$ cat config.mk
export PLATFORM = sky130hd
export DESIGN_NAME = io_input_fifo_flat
export DESIGN_NICKNAME = d
export VERILOG_FILES = /design/src/rtl/io_input_fifo_pkg.sv /design/src/rtl/io_input_fifo_if.sv /design/src/rtl/io_byte_fifo.sv /design/src/rtl/io_input_fifo.sv /design/src/flat_wrapper.sv
export SDC_FILE = /design/constraint.sdc
export NUM_CORES = 1
export LEC_CHECK = 0
export CORE_ASPECT_RATIO = 1.2
export CORE_UTILIZATION = 40
export DETAILED_ROUTE_END_ITERATION = 10
export PLACE_DENSITY_LB_ADDON = 0.25
export SYNTH_ARGS = -nofsm -noshare
export SYNTH_HDL_FRONTEND = slang
export SYNTH_SLANG_ARGS = --single-unit
$ cat constraint.sdc
create_clock -name clk -period 2.5 [get_ports clk]
set_clock_uncertainty 0.1 [all_clocks]
set_input_delay 0.25 -clock clk [delete_from_list [all_inputs] [get_ports clk]]
set_output_delay 0.25 -clock clk [all_outputs]
set_load 0.005 [all_outputs]
$ cat src/rtl/io_input_fifo_pkg.sv
// Shared types and defaults for the buffered subleq input device.
// Supplies the default CPU word width when defines.vh has not been
// included ahead of this file, the read FSM state type, and the
// occupancy-width helper.
`ifndef WORD_SIZE
`define WORD_SIZE 16
`endif

package io_input_fifo_pkg;

    localparam int unsigned DEF_WORD_SIZE = `WORD_SIZE;
    localparam int unsigned DEF_BYTE_W    = 8;
    localparam int unsigned DEF_DEPTH     = 16;

    // Read-side handshake states
    typedef enum logic [0:0] {
        RD_IDLE = 1'b0,
        RD_ACK  = 1'b1
    } rd_state_e;

    // Occupancy counter width: must be able to hold DEPTH itself
    function automatic int unsigned lvl_w(input int unsigned depth);
        return $clog2(depth) + 1;
    endfunction

endpackage

$ cat src/rtl/io_input_fifo_if.sv
// Bus bundle for io_input_fifo: source valid/ready byte stream, CPU
// four-phase req/ack read port, and the occupancy report.
//   master: drives src_valid/src_data/src_last/req (source + CPU side)
//   slave : drives src_ready/ack/data/eof/level (the device)
interface io_input_fifo_if
    import io_input_fifo_pkg::*;
#(
    parameter int unsigned WORD_SIZE = DEF_WORD_SIZE,
    parameter int unsigned BYTE_W    = DEF_BYTE_W,
    parameter int unsigned DEPTH     = DEF_DEPTH
) ();

    localparam int unsigned LVL_W = lvl_w(DEPTH);

    logic                 src_valid;
    logic [BYTE_W-1:0]    src_data;
    logic                 src_last;
    logic                 src_ready;
    logic                 req;
    logic                 ack;
    logic [WORD_SIZE-1:0] data;
    logic                 eof;
    logic [LVL_W-1:0]     level;

    modport master (
        output src_valid, src_data, src_last, req,
        input  src_ready, ack, data, eof, level
    );

    modport slave (
        input  src_valid, src_data, src_last, req,
        output src_ready, ack, data, eof, level
    );

endinterface

$ cat src/rtl/io_byte_fifo.sv
// Register-array byte FIFO with a separate occupancy counter.
// Ports: clk, rst (async, active-high), push/din, pop/dout (head byte,
// combinational view of storage), full, empty, level.
// Pushes while full and pops while empty are ignored.
module io_byte_fifo
    import io_input_fifo_pkg::*;
#(
    parameter int unsigned BYTE_W = DEF_BYTE_W,
    parameter int unsigned DEPTH  = DEF_DEPTH
) (
    input  logic                     clk,
    input  logic                     rst,
    input  logic                     push,
    input  logic [BYTE_W-1:0]        din,
    input  logic                     pop,
    output logic [BYTE_W-1:0]        dout,
    output logic                     full,
    output logic                     empty,
    output logic [lvl_w(DEPTH)-1:0]  level
);

    localparam int unsigned PTR_W = $clog2(DEPTH);
    localparam int unsigned LVL_W = lvl_w(DEPTH);

    logic [BYTE_W-1:0] mem [DEPTH];
    logic [PTR_W-1:0]  wr_ptr;
    logic [PTR_W-1:0]  rd_ptr;
    logic [LVL_W-1:0]  count;
    logic              push_ok_c;
    logic              pop_ok_c;

    assign full      = (count == LVL_W'(DEPTH));
    assign empty     = (count == '0);
    assign push_ok_c = push && !full;
    assign pop_ok_c  = pop && !empty;
    assign dout      = mem[rd_ptr];
    assign level     = count;

    // Storage needs no reset; only valid entries are ever read
    always_ff @(posedge clk) begin
        if (push_ok_c) begin
            mem[wr_ptr] <= din;
        end
    end

    // Pointers wrap naturally modulo DEPTH (power of two)
    always_ff @(posedge clk or posedge rst) begin
        if (rst) begin
            wr_ptr <= '0;
            rd_ptr <= '0;
            count  <= '0;
        end else begin
            if (push_ok_c) wr_ptr <= wr_ptr + PTR_W'(1);
            if (pop_ok_c)  rd_ptr <= rd_ptr + PTR_W'(1);
            case ({push_ok_c, pop_ok_c})
                2'b10:   count <= count + LVL_W'(1);
                2'b01:   count <= count - LVL_W'(1);
                default: count <= count;
            endcase
        end
    end

endmodule

$ cat src/rtl/io_input_fifo.sv
// Buffered input device for the subleq machine. Bytes arrive over a
// valid/ready stream (src_last marks end of stream), are queued in
// io_byte_fifo, and are handed to the CPU over a four-phase req/ack
// handshake. Once the stream has ended and the FIFO has drained, every
// read completes with eof=1 and data = 0 (EOF_MODE 0) or all ones
// (EOF_MODE 1).
// Ports: clk, rst (async, active-high), bus (io_input_fifo_if.slave).
module io_input_fifo
    import io_input_fifo_pkg::*;
#(
    parameter int unsigned WORD_SIZE = DEF_WORD_SIZE,
    parameter int unsigned BYTE_W    = DEF_BYTE_W,
    parameter int unsigned DEPTH     = DEF_DEPTH,
    parameter int unsigned EOF_MODE  = 0
) (
    input  logic           clk,
    input  logic           rst,
    io_input_fifo_if.slave bus
);

    localparam int unsigned LVL_W = lvl_w(DEPTH);
    localparam logic [WORD_SIZE-1:0] EOF_WORD = (EOF_MODE != 0) ? '1 : '0;

    logic                 push_c;
    logic                 pop_c;
    logic                 src_ready_c;
    logic                 drained_c;
    logic                 full;
    logic                 empty;
    logic [BYTE_W-1:0]    head;
    logic [LVL_W-1:0]     fifo_level;
    logic                 eof_seen;

    rd_state_e            state;
    rd_state_e            state_d;
    logic                 ack_q;
    logic                 ack_d;
    logic                 eof_q;
    logic                 eof_d;
    logic [WORD_SIZE-1:0] data_q;
    logic [WORD_SIZE-1:0] data_d;

    // Held low during reset so the source never sees a stale accept
    assign src_ready_c = !rst && !full && !eof_seen;
    assign push_c      = bus.src_valid && src_ready_c;
    assign drained_c   = eof_seen && empty;

    io_byte_fifo #(
        .BYTE_W (BYTE_W),
        .DEPTH  (DEPTH)
    ) u_fifo (
        .clk    (clk),
        .rst    (rst),
        .push   (push_c),
        .din    (bus.src_data),
        .pop    (pop_c),
        .dout   (head),
        .full   (full),
        .empty  (empty),
        .level  (fifo_level)
    );

    // Sticky end-of-stream marker; only reset clears it
    always_ff @(posedge clk or posedge rst) begin
        if (rst) begin
            eof_seen <= 1'b0;
        end else if (push_c && bus.src_last) begin
            eof_seen <= 1'b1;
        end
    end

    // Read FSM state and registered CPU-facing outputs
    always_ff @(posedge clk or posedge rst) begin
        if (rst) begin
            state  <= RD_IDLE;
            ack_q  <= 1'b0;
            eof_q  <= 1'b0;
            data_q <= '0;
        end else begin
            state  <= state_d;
            ack_q  <= ack_d;
            eof_q  <= eof_d;
            data_q <= data_d;
        end
    end

    // Next-state and output decode; an empty, undrained FIFO stalls in IDLE
    always_comb begin
        state_d = state;
        ack_d   = ack_q;
        eof_d   = eof_q;
        data_d  = data_q;
        pop_c   = 1'b0;
        case (state)
            RD_IDLE: begin
                if (bus.req) begin
                    if (!empty) begin
                        pop_c   = 1'b1;
                        data_d  = WORD_SIZE'(head);
                        eof_d   = 1'b0;
                        ack_d   = 1'b1;
                        state_d = RD_ACK;
                    end else if (drained_c) begin
                        data_d  = EOF_WORD;
                        eof_d   = 1'b1;
                        ack_d   = 1'b1;
                        state_d = RD_ACK;
                    end
                end
            end
            RD_ACK: begin
                if (!bus.req) begin
                    ack_d   = 1'b0;
                    state_d = RD_IDLE;
                end
            end
            default: state_d = RD_IDLE;
        endcase
    end

    assign bus.src_ready = src_ready_c;
    assign bus.ack       = ack_q;
    assign bus.eof       = eof_q;
    assign bus.data      = data_q;
    assign bus.level     = fifo_level;

endmodule
$ cat src/flat_wrapper.sv
// flat-port wrapper written by rule: the top's interface ports become plain ports
module io_input_fifo_flat import io_input_fifo_pkg::*;
#(
    parameter int unsigned WORD_SIZE = DEF_WORD_SIZE,
    parameter int unsigned BYTE_W    = DEF_BYTE_W,
    parameter int unsigned DEPTH     = DEF_DEPTH,
    parameter int unsigned EOF_MODE  = 0
)
  (clk, rst, bus_src_valid, bus_src_data, bus_src_last, bus_req, bus_src_ready, bus_ack, bus_data, bus_eof, bus_level);
  io_input_fifo_if #(.WORD_SIZE(WORD_SIZE), .BYTE_W(BYTE_W), .DEPTH(DEPTH)) bus_i ();
  input  logic clk;
  input  logic rst;
  input wire logic [$bits(bus_i.src_valid)-1:0] bus_src_valid;
  input wire logic [$bits(bus_i.src_data)-1:0] bus_src_data;
  input wire logic [$bits(bus_i.src_last)-1:0] bus_src_last;
  input wire logic [$bits(bus_i.req)-1:0] bus_req;
  output wire logic [$bits(bus_i.src_ready)-1:0] bus_src_ready;
  output wire logic [$bits(bus_i.ack)-1:0] bus_ack;
  output wire logic [$bits(bus_i.data)-1:0] bus_data;
  output wire logic [$bits(bus_i.eof)-1:0] bus_eof;
  output wire logic [$bits(bus_i.level)-1:0] bus_level;
  assign bus_i.src_valid = bus_src_valid;
  assign bus_i.src_data = bus_src_data;
  assign bus_i.src_last = bus_src_last;
  assign bus_i.req = bus_req;
  assign bus_src_ready = bus_i.src_ready;
  assign bus_ack = bus_i.ack;
  assign bus_data = bus_i.data;
  assign bus_eof = bus_i.eof;
  assign bus_level = bus_i.level;
  io_input_fifo #(.WORD_SIZE(WORD_SIZE), .BYTE_W(BYTE_W), .DEPTH(DEPTH), .EOF_MODE(EOF_MODE)) u_core (.clk(clk), .rst(rst), .bus(bus_i));
endmodule
-- Word-level counts from Yosys, hierarchy flattened
Memories as Yosys holds them, arrays and structs flattened.
Cells that the tools add are included.
- logic and storage cells: 55
- bits in registers: 33
- memories: 1
- output and inout bits: 24
- bits in writable memories: 128
- input port bits: 13
- $add $sub $neg: 4
- bitwise logic cells: 1
- equality and inequality tests: 7
- muxes and demuxes: 19
- reductions and logical operators: 15
- memory list (memory ; depth ; bits a word ; read ports ; clocked after memory_dff ; wr ports ; RTL line ; source):
    u_core.u_fifo.mem ; 16 ; 8 ; 1 ; 0 ; 1 ; io_byte_fifo.sv:25 ; logic [BYTE_W-1:0] mem [DEPTH];
- operators with widths (cell ; count):
    two-way mux 16 bit ; 2
    two-way mux 1 bit ; 14
    one-hot mux 5 bit (2 select lines) ; 1
    adder 4 x 1 -> 4 bit (second input constant) ; 2
    logical AND 1 bit ; 7
    AND reduction 3 bit ; 2
    adder 5 x 1 -> 5 bit (second input constant) ; 1
    == test 5 bit (second input constant) ; 1
    logical NOT 5 bit ; 1
    subtractor 5 x 1 -> 5 bit (second input constant) ; 1
    logical NOT 1 bit ; 4
    inequality test 2 bit (second input constant) ; 2
    one-hot mux 1 bit (2 select lines) ; 2
    inequality test 3 x 2 -> 1 bit (second input constant) ; 1
    == test 2 x 1 -> 1 bit (second input constant) ; 1
    == test 2 bit (second input constant) ; 1
    inequality test 2 x 1 -> 1 bit (second input constant) ; 1
    nonzero test 2 bit ; 1
    NOT 1 bit ; 1

-- Longest topological paths before layout
Gate-level depths: netlist of run 1.
- word-level depth: 8
- depth in mapped cells: 9
- gate-level depth less buffers: 9

-- Hierarchy
From an unflattened synthesis of run 1, not the netlist that was laid out.
- cells, all modules: 378
- area total of the unflattened synthesis: 6339.8 um^2
- by module, submodules not included (module ; sequential area each (um^2) ; cells an instance ; area an instance (um^2) ; times used):
    io_byte_fifo ; 4169.0 ; 333 ; 5796.8 ; 1
    io_input_fifo ; 300.3 ; 45 ; 543.0 ; 1

-- Least setup slack after synthesis of run 1
No wires, ideal clock.
- path kind: flip-flop to flip-flop
- start point: register u_core.u_fifo.count[1] (netlist: u_core.u_fifo.level[1])
- end point: register u_core.u_fifo.count[4] (netlist: u_core.u_fifo.level[4])
- arrival time: 2572 ps
- data required time: 2265 ps
- period minus slack after synthesis: 2807 ps
- path slack: -307 ps
- stages on the path, launching flop included: 10
- setup time: 135 ps
- buffers on the path: 0
- path through: dfrtp_1 > or4_4 > o21ai_2 > inv_2 > ha_1 > fa_1 > a21o_1 > a21oi_1 > mux2i_1 > xnor2_1
- elaborated cells on any way between the ends: 18
- those cells by class: add/sub: 2; eq/ne: 3; mux: 4; reduce/logical: 9
- RTL lines (element ; RTL line ; source):
    from (decl) ; io_byte_fifo.sv:28 ; logic [LVL_W-1:0] count;
    from (signal assigned) ; io_byte_fifo.sv:56 ; 2'b10: count <= count + LVL_W'(1);
    from (signal assigned) ; io_byte_fifo.sv:57 ; 2'b01: count <= count - LVL_W'(1);
    from (signal assigned) ; io_byte_fifo.sv:58 ; default: count <= count;
    logical NOT 5 bit (*) ; io_byte_fifo.sv:33 ; assign empty = (count == '0);
    two-way mux 1 bit ; io_input_fifo.sv:97 ; if (!empty) begin
    two-way mux 1 bit ; io_input_fifo.sv:96 ; if (bus.req) begin
    two-way mux 1 bit ; io_input_fifo.sv:94 ; case (state)
    logical AND 1 bit (*) ; io_byte_fifo.sv:35 ; assign pop_ok_c = pop && !empty;
    named net u_core.u_fifo.pop_ok_c ; io_byte_fifo.sv:30 ; logic pop_ok_c;
    == test 2 x 1 -> 1 bit or == test 2 bit (tied branches) ; io_byte_fifo.sv:55 ; case ({push_ok_c, pop_ok_c})
    one-hot mux 5 bit (2 select lines) or nonzero test 2 bit (tied branches) ; n/a ;
Mark *: on every way through the listed nets, which the timed path passes. The rest lies on a longest branch.
A chain may end at the register's enable or synchronous reset.

-- Worst setup path after layout of run 1
- start point: register u_core.u_fifo.count[0] (netlist: u_core.u_fifo.level[0])
- end point: register u_core.u_fifo.count[4] (netlist: u_core.u_fifo.level[4])
The elaborated chain is that of the path after synthesis.

==> results of run 1 <==
stage by stage:
step	worst slack (ps)	instance area, sq um
global placement	-118	6960
floorplan	-144	6250
global route	-137	7620
finish	-87.0	7620
CTS	-80.2	7590
detailed placement	-163	6960
per-layer routing:
metal / up-vias / track usage / share of wire
met5: - / 0 / 0
met4: 0 / 0.0615 / 0.014
met3: 12 / 0.0443 / 0.034
met2: 63 / 0.268 / 0.50
met1: 1670 / 0.217 / 0.45
li1: 1437 / - / -
cells by family after synthesis:
family                     Yosys count
DFF                                153
and+or+nand+nor                     56
muxes                               50
buffers and inverters               29
AOI/OAI and AO/OA                   23
adders and majority gates           10
xor gates and xnor gates             9
other                                1
placed cells by master (no fill, tap or decap), drive strengths merged:
| cell type | netlist | layout |
|---|---|---|
| a2111oi | 1 | 1 |
| a211oi | 1 | 1 |
| a21o | 3 | 3 |
| a21oi | 3 | 3 |
| a2bb2oi | 1 | 1 |
| buf | 19 | 44 |
| bufinv | 0 | 5 |
| clkbuf | 2 | 19 |
| clkdlybuf4s50 | 0 | 28 |
| clkinv | 0 | 5 |
| clkinvlp | 0 | 1 |
| conb | 1 | 8 |
| dfrtp | 25 | 25 |
| edfxtp | 128 | 128 |
| fa | 1 | 1 |
| ha | 9 | 9 |
| inv | 8 | 8 |
| mux2 | 1 | 1 |
| mux2i | 18 | 18 |
| mux4 | 31 | 31 |
| nand2 | 27 | 27 |
| nand2b | 2 | 2 |
| nand3 | 1 | 1 |
| nand4 | 3 | 3 |
| nor2 | 15 | 15 |
| nor2b | 2 | 2 |
| nor3 | 4 | 4 |
| nor4 | 1 | 1 |
| o21ai | 5 | 5 |
| o221ai | 7 | 7 |
| o311ai | 1 | 1 |
| o31ai | 1 | 1 |
| or4 | 1 | 1 |
| xnor2 | 8 | 8 |
| xor2 | 1 | 1 |
critical path: cells and delay by family (launching register included):
family          cells  cell delay (ps)
xor+xnor            1              130
mux                 1              250
compound gates      3              510
flops               1              410
fa+ha+maj           2              510
simple gates        1              560
buf+inv             1               50
worst paths after layout:
| kind | startpoint | to | slack [ps] |
|---|---|---|---|
| max in group asynchronous | rst | u_core.u_fifo.rd_ptr[2] | 1810 |
| max | u_core.u_fifo.level[0] | u_core.u_fifo.level[4] | -90 |
| min | rst | u_core.u_fifo.level[1] | 220 |
| min reg2reg | u_core.bus.eof | u_core.bus.eof | 390 |
| max reg2reg | u_core.u_fifo.level[0] | u_core.u_fifo.level[4] | -90 |
| min in group clk | bus_src_last | u_core.eof_seen | 330 |
sequential cells by signal (all words and copies together) (netlist names):
register and flops:
u_core.eof_seen 1, u_core.u_fifo.rd_ptr 4, u_core.u_fifo.wr_ptr 4, u_core.bus.data 8, u_core.u_fifo.level 5, u_core.state 1, u_core.bus.ack 1, u_core.bus.eof 1
u_core.u_fifo.mem 128
power groups by stage:
stage / logic (mW) / clock network (mW) / registers, mW
global placement: 2.25 / 0 / 3.28
detailed placement: 2.29 / 0 / 3.28
CTS: 2.31 / 2.72 / 3.24
floorplan: 1.49 / 0 / 3.20
finish: 2.32 / 2.68 / 3.24
global route: 2.53 / 2.83 / 3.27
timing repair:
item                       in CTS  in global routing
pin swaps                       9                  0
buffers inserted                2                  2
setup endpoints to repair       2                  2
resized for setup               1                  3
final cells by class:
cell class / count / area (sq um) / area share
Multi-Input combinational cell: 156 / 1630 / 0.213
Clock buffer: 19 / 433 / 0.0568
Inverter: 8 / 32.5 / 0.00427
Clock inverter: 11 / 179 / 0.0235
Tap cell: 204 / 255 / 0.0335
Sequential cell: 153 / 4470 / 0.587
Timing Repair Buffer: 72 / 627 / 0.0822
==> impl_metrics.json, run 1 <==
{
  "status": "finished with violations",
  "violations": "setup timing",
  "start_util": 0.412,
  "drt_iter0_drc": 161,
  "clkSlewWorstSetupHoldPaths_ps": 60,
  "areaGrowthSynthToFinish_pct": 23.3,
  "crit_path_start_kind": "register",
  "fin_crit_ps": 2590,
  "root_buffer": "clkbuf_16",
  "maxCapViolCount": 0,
  "vdd_drop_max_v": 0.000511,
  "yosysSeqAreaShare": 0.723,
  "p_switching_mw": 2.21,
  "rsz0062_at_grt": "yes",
  "setup.worst_path.class": "register to register",
  "worstSetupEndpointType": "register",
  "dp.cells": 589,
  "ff2ff_path_depth": 9,
  "n_fill_cell": 1239,
  "cp.required_ps": 2740,
  "powerDensity_nw_per_um2": 1080,
  "path_cells": "or4_4 -> o21ai_4 -> inv_4 -> ha_4 -> fa_2 -> a21o_1 -> a21oi_2 -> mux2i_1 -> xnor2_1",
  "path_max_fanout": 4,
  "finalCritPeriodShare": 1.03,
  "die_height_um": 138,
  "clk_latency_ps": 420,
  "fp.dieW_um": 116,
  "die_area_sq_um": 16000,
  "h-tree-depth": 4,
  "critPathSlowestCell": "or4_4",
  "synth_flop_cell": "edfxtp_1",
  "critPathMaxStageDelay_ps": 560,
  "clkPwrFrac": 0.325,
  "drive_gt1_frac": 0.279,
  "fin_cells": 623,
  "dp_hpwl_um": 7810,
  "yosys.area_share.simple": 0.0399,
  "grt_pass1_wl_um": 19000,
  "hold_viol_final": 0,
  "synthCells": 331,
  "max_freq_ghz": 0.387,
  "final_antenna_net_count": 0,
  "worstHoldPathType": "primary input to async pin",
  "io_pins": 37,
  "portBuffers": 28,
  "grt_pass1_vias": 3330,
  "wl_um": 12100,
  "ys_warn_count": 0,
  "p_leak_nw": 2.68,
  "synth.top_cell.area_share": 0.622,
  "synth-compound-area-share": 0.0330,
  "cts_sinks": 153,
  "synthArstFlopShare": 0.163,
  "final_util": 0.508,
  "gp_congestion": 0.746,
  "synth_edf_count": 128,
  "ys_ff_latch": 153,
  "muxShareOfSynthArea": 0.144,
  "synth_common_cells": "128 x edfxtp_1, 31 x mux4_2, 26 x nand2_1",
  "syn_area_per_cell_sq_um": 18.7,
  "fin_nets": 431,
  "intPower_mw": 6.02,
  "worst_pin_slew_ps": 586,
  "synth_area_leaders": "edfxtp_1 62%, mux4_2 11%, dfrtp_1 10%, mux2i_1 2.9%, ha_1 1.8%",
  "cts_tree": "yes",
  "fin_total_pwr_mw": 8.23,
  "slew_headroom": 0.608,
  "yosysMostFrequentCell": "edfxtp_1",
  "via_per_inst": 5.11,
  "drc": 0,
  "finalSetupTns_ps": -129,
  "syn_area_sq_um": 6180,
  "synth-xor-area-share": 0.0127,
  "combPwrFrac": 0.281,
  "setup_viol": 2,
  "setup_slack_ps": -87.0,
  "insertedDiodeCount": 0,
  "grt_overflow_total": 0,
  "cts_hold_buffers": 0,
  "vias": 3182,
  "clock_path_buffers": 2,
  "antenna_found_initial": 0,
  "core_sq_um": 15000,
  "synthDistinctLibCells": 37,
  "holdWs_ps": 220,
  "rows": 49,
  "synthAdderAreaFrac": 0.0214,
  "first_pass_iters": 4,
  "p_sw_frac": 0.268,
  "grt_max_degree": 26,
  "maxSlewViolCount": 0,
  "synth_largest_area_cell": "edfxtp_1",
  "synth_top_family_by_area": "multiplexers",
  "grt_usage": 0.167,
  "detail_route.wl_per_cell_um": 19.4,
  "pwr-share-seq": 0.394,
  "cts_inserted_buffers": 17,
  "crit_arrival_ps": 2830
}
(Power assumes the default switching activity.)
==> inputs of run 2 (changes only) <==
--- a/config.mk
+++ b/config.mk
@@ -5,6 +5,8 @@
 export SDC_FILE = /design/constraint.sdc
 export NUM_CORES = 1
 export LEC_CHECK = 0
+export CELL_PAD_IN_SITES_DETAIL_PLACEMENT = 1
+export CELL_PAD_IN_SITES_GLOBAL_PLACEMENT = 2
 export CORE_ASPECT_RATIO = 1.2
 export CORE_UTILIZATION = 40
 export DETAILED_ROUTE_END_ITERATION = 10
==> impl_metrics.json, run 2 (synthesized netlist as in run 1, its figures left out) <==
{
  "insertedDiodeCount": 0,
  "grt_pass1_vias": 3583,
  "first_pass_iters": 4,
  "ff2ff_path_depth": 9,
  "die_area_sq_um": 16000,
  "wl_met1_um": 5510,
  "max_freq_ghz": 0.392,
  "grt_usage": 0.187,
  "crit_path_start_kind": "register",
  "h-tree-depth": 4,
  "worst_pin_slew_ps": 835,
  "core_sq_um": 15000,
  "antenna_found_initial": 0,
  "final_common_cell": "edfxtp_1",
  "status": "finished with violations",
  "critPathMaxStageDelay_ps": 570,
  "timing.rr.start": "u_core.u_fifo.level[0]",
  "dp_hpwl_um": 9000,
  "setup_slack_ps": -50.2,
  "setup.worst_path.class": "register to register",
  "portBuffers": 28,
  "placed_area_sq_um": 7000,
  "gp_congestion": 0.749,
  "areaGrowthSynthToFinish_pct": 22.5,
  "holdWs_ps": 239,
  "clkSlewWorstSetupHoldPaths_ps": 60,
  "routed.top_layer": "met4",
  "crit_arrival_ps": 2800,
  "hold_viol_final": 0,
  "top_register": "u_core.u_fifo.mem",
  "dp.cells": 592,
  "route.met2.wl_um": 7050,
  "start_util": 0.412,
  "final_cell_mix": "128 x edfxtp_1, 42 x buf_4, 31 x mux4_2, 28 x clkdlybuf4s50_1, 26 x nand2_1",
  "drive_gt1_frac": 0.276,
  "route.met3.wl_um": 398,
  "cts_hold_buffers": 0,
  "rsz0062_at_grt": "yes",
  "largest_reg_flops": 128,
  "worstHoldPathType": "primary input to async pin",
  "grt_overflow_total": 0,
  "grt_max_degree": 26,
  "wl_um": 13200,
  "stdcell_area_sq_um": 7570,
  "root_buffer": "clkbuf_16",
  "maxSlewViolCount": 0,
  "slew_headroom": 0.443,
  "drt_iter0_drc": 180,
  "io_pins": 37,
  "cts_sinks": 153,
  "path_max_fanout": 6,
  "critPathSlowestCell": "or4_4",
  "final_antenna_net_count": 0,
  "clock_path_buffers": 2,
  "ff2ff_setup_slack_ps": -50,
  "clk_latency_ps": 420,
  "fin_crit_ps": 2550,
  "cp.required_ps": 2750,
  "pre_cts_ws_ps": -162,
  "path_cells": "or4_4 -> o21ai_4 -> inv_4 -> ha_4 -> fa_2 -> a21o_1 -> a21oi_2 -> mux2i_1 -> xnor2_1",
  "fin_cells": 625,
  "maxCapViolCount": 0,
  "detail_route.wl_per_cell_um": 21.1,
  "die_height_um": 138,
  "vias": 3185,
  "rows": 49,
  "powerDensity_nw_per_um2": 1050,
  "worstSetupEndpointType": "register",
  "grt_pass1_wl_um": 20800,
  "rr_endpoint": "u_core.u_fifo.level[4]",
  "fin_nets": 431,
  "p_leak_nw": 2.66,
  "drc": 0,
  "vdd_drop_max_v": 0.000579,
  "setup_viol": 1,
  "cts_tree": "yes",
  "finalCritPeriodShare": 1.02,
  "cts_inserted_buffers": 17,
  "violations": "setup timing",
  "via_per_inst": 5.10,
  "fp.dieW_um": 116
}
==> run 2: area by class of cell <==
cell class | instances | area [sq um]
Timing Repair Buffer | 72 | 636
Clock buffer | 22 | 464
Inverter | 8 | 32.5
Tap cell | 204 | 255
Multi-Input combinational cell | 156 | 1610
Fill cell | 1408 | 7450
Clock inverter | 10 | 101
Sequential cell | 153 | 4470
==> run 2: worst max-delay path, delay by kind of cell, from the launching register on <==
| family | cells | cell delay, ps |
|---|---|---|
| XOR/XNOR | 1 | 130 |
| multiplexers | 1 | 220 |
| AND/OR/NAND/NOR | 1 | 570 |
| flip-flops | 1 | 400 |
| buffers and inverters | 1 | 50 |
| AO/OA/AOI/OAI | 3 | 480 |
| adder cells (fa/ha/maj) | 2 | 520 |
==> run 2: worst max-delay path by stage <==
stage	end	startpoint	cells after the start
2_1_floorplan	u_core.u_fifo.level[4]	u_core.u_fifo.level[0]	9
3_3_place_gp	u_core.u_fifo.level[4]	bus_src_valid	10
3_5_place_dp	u_core.u_fifo.level[4]	bus_src_valid	10
4_1_cts	u_core.u_fifo.level[4]	u_core.u_fifo.level[0]	9
5_1_grt	u_core.u_fifo.level[4]	u_core.u_fifo.level[0]	9
6_report	u_core.u_fifo.level[4]	u_core.u_fifo.level[0]	9
==> run 2: repair_timing <==
item | 4_1_cts | 5_1_grt
resized for setup | 0 | 1
endpoints found under the setup margin | 2 | 2
pin swaps | 5 | 1
buffers inserted | 1 | 0
==> run 2: metal layers <==
metal,global-route usage,vias up
met5,0,-
met3,0.0425,17
met1,0.226,1652
met4,0.0766,0
li1,-,1442
met2,0.321,74
==> run 2: where the power goes <==
group	switching [mW]	leakage [nW]	internal, mW	total [mW]
clock network	0.942	0.272	1.50	2.45
registers	0.299	1.45	2.99	3.29
logic	0.993	0.934	1.25	2.25
==> run 2: through the flow <==
| step | setup TNS (ps) | util | total power, mW |
|---|---|---|---|
| after floorplan | -144 | - | 4.69 |
| after global placement | -120 | 0.466 | 5.56 |
| after CTS | -73.0 | 0.504 | 8.10 |
| after global routing | -174 | 0.504 | 8.39 |
| after detailed placement | -189 | 0.466 | 5.63 |
| final | -50.2 | 0.504 | 7.98 |
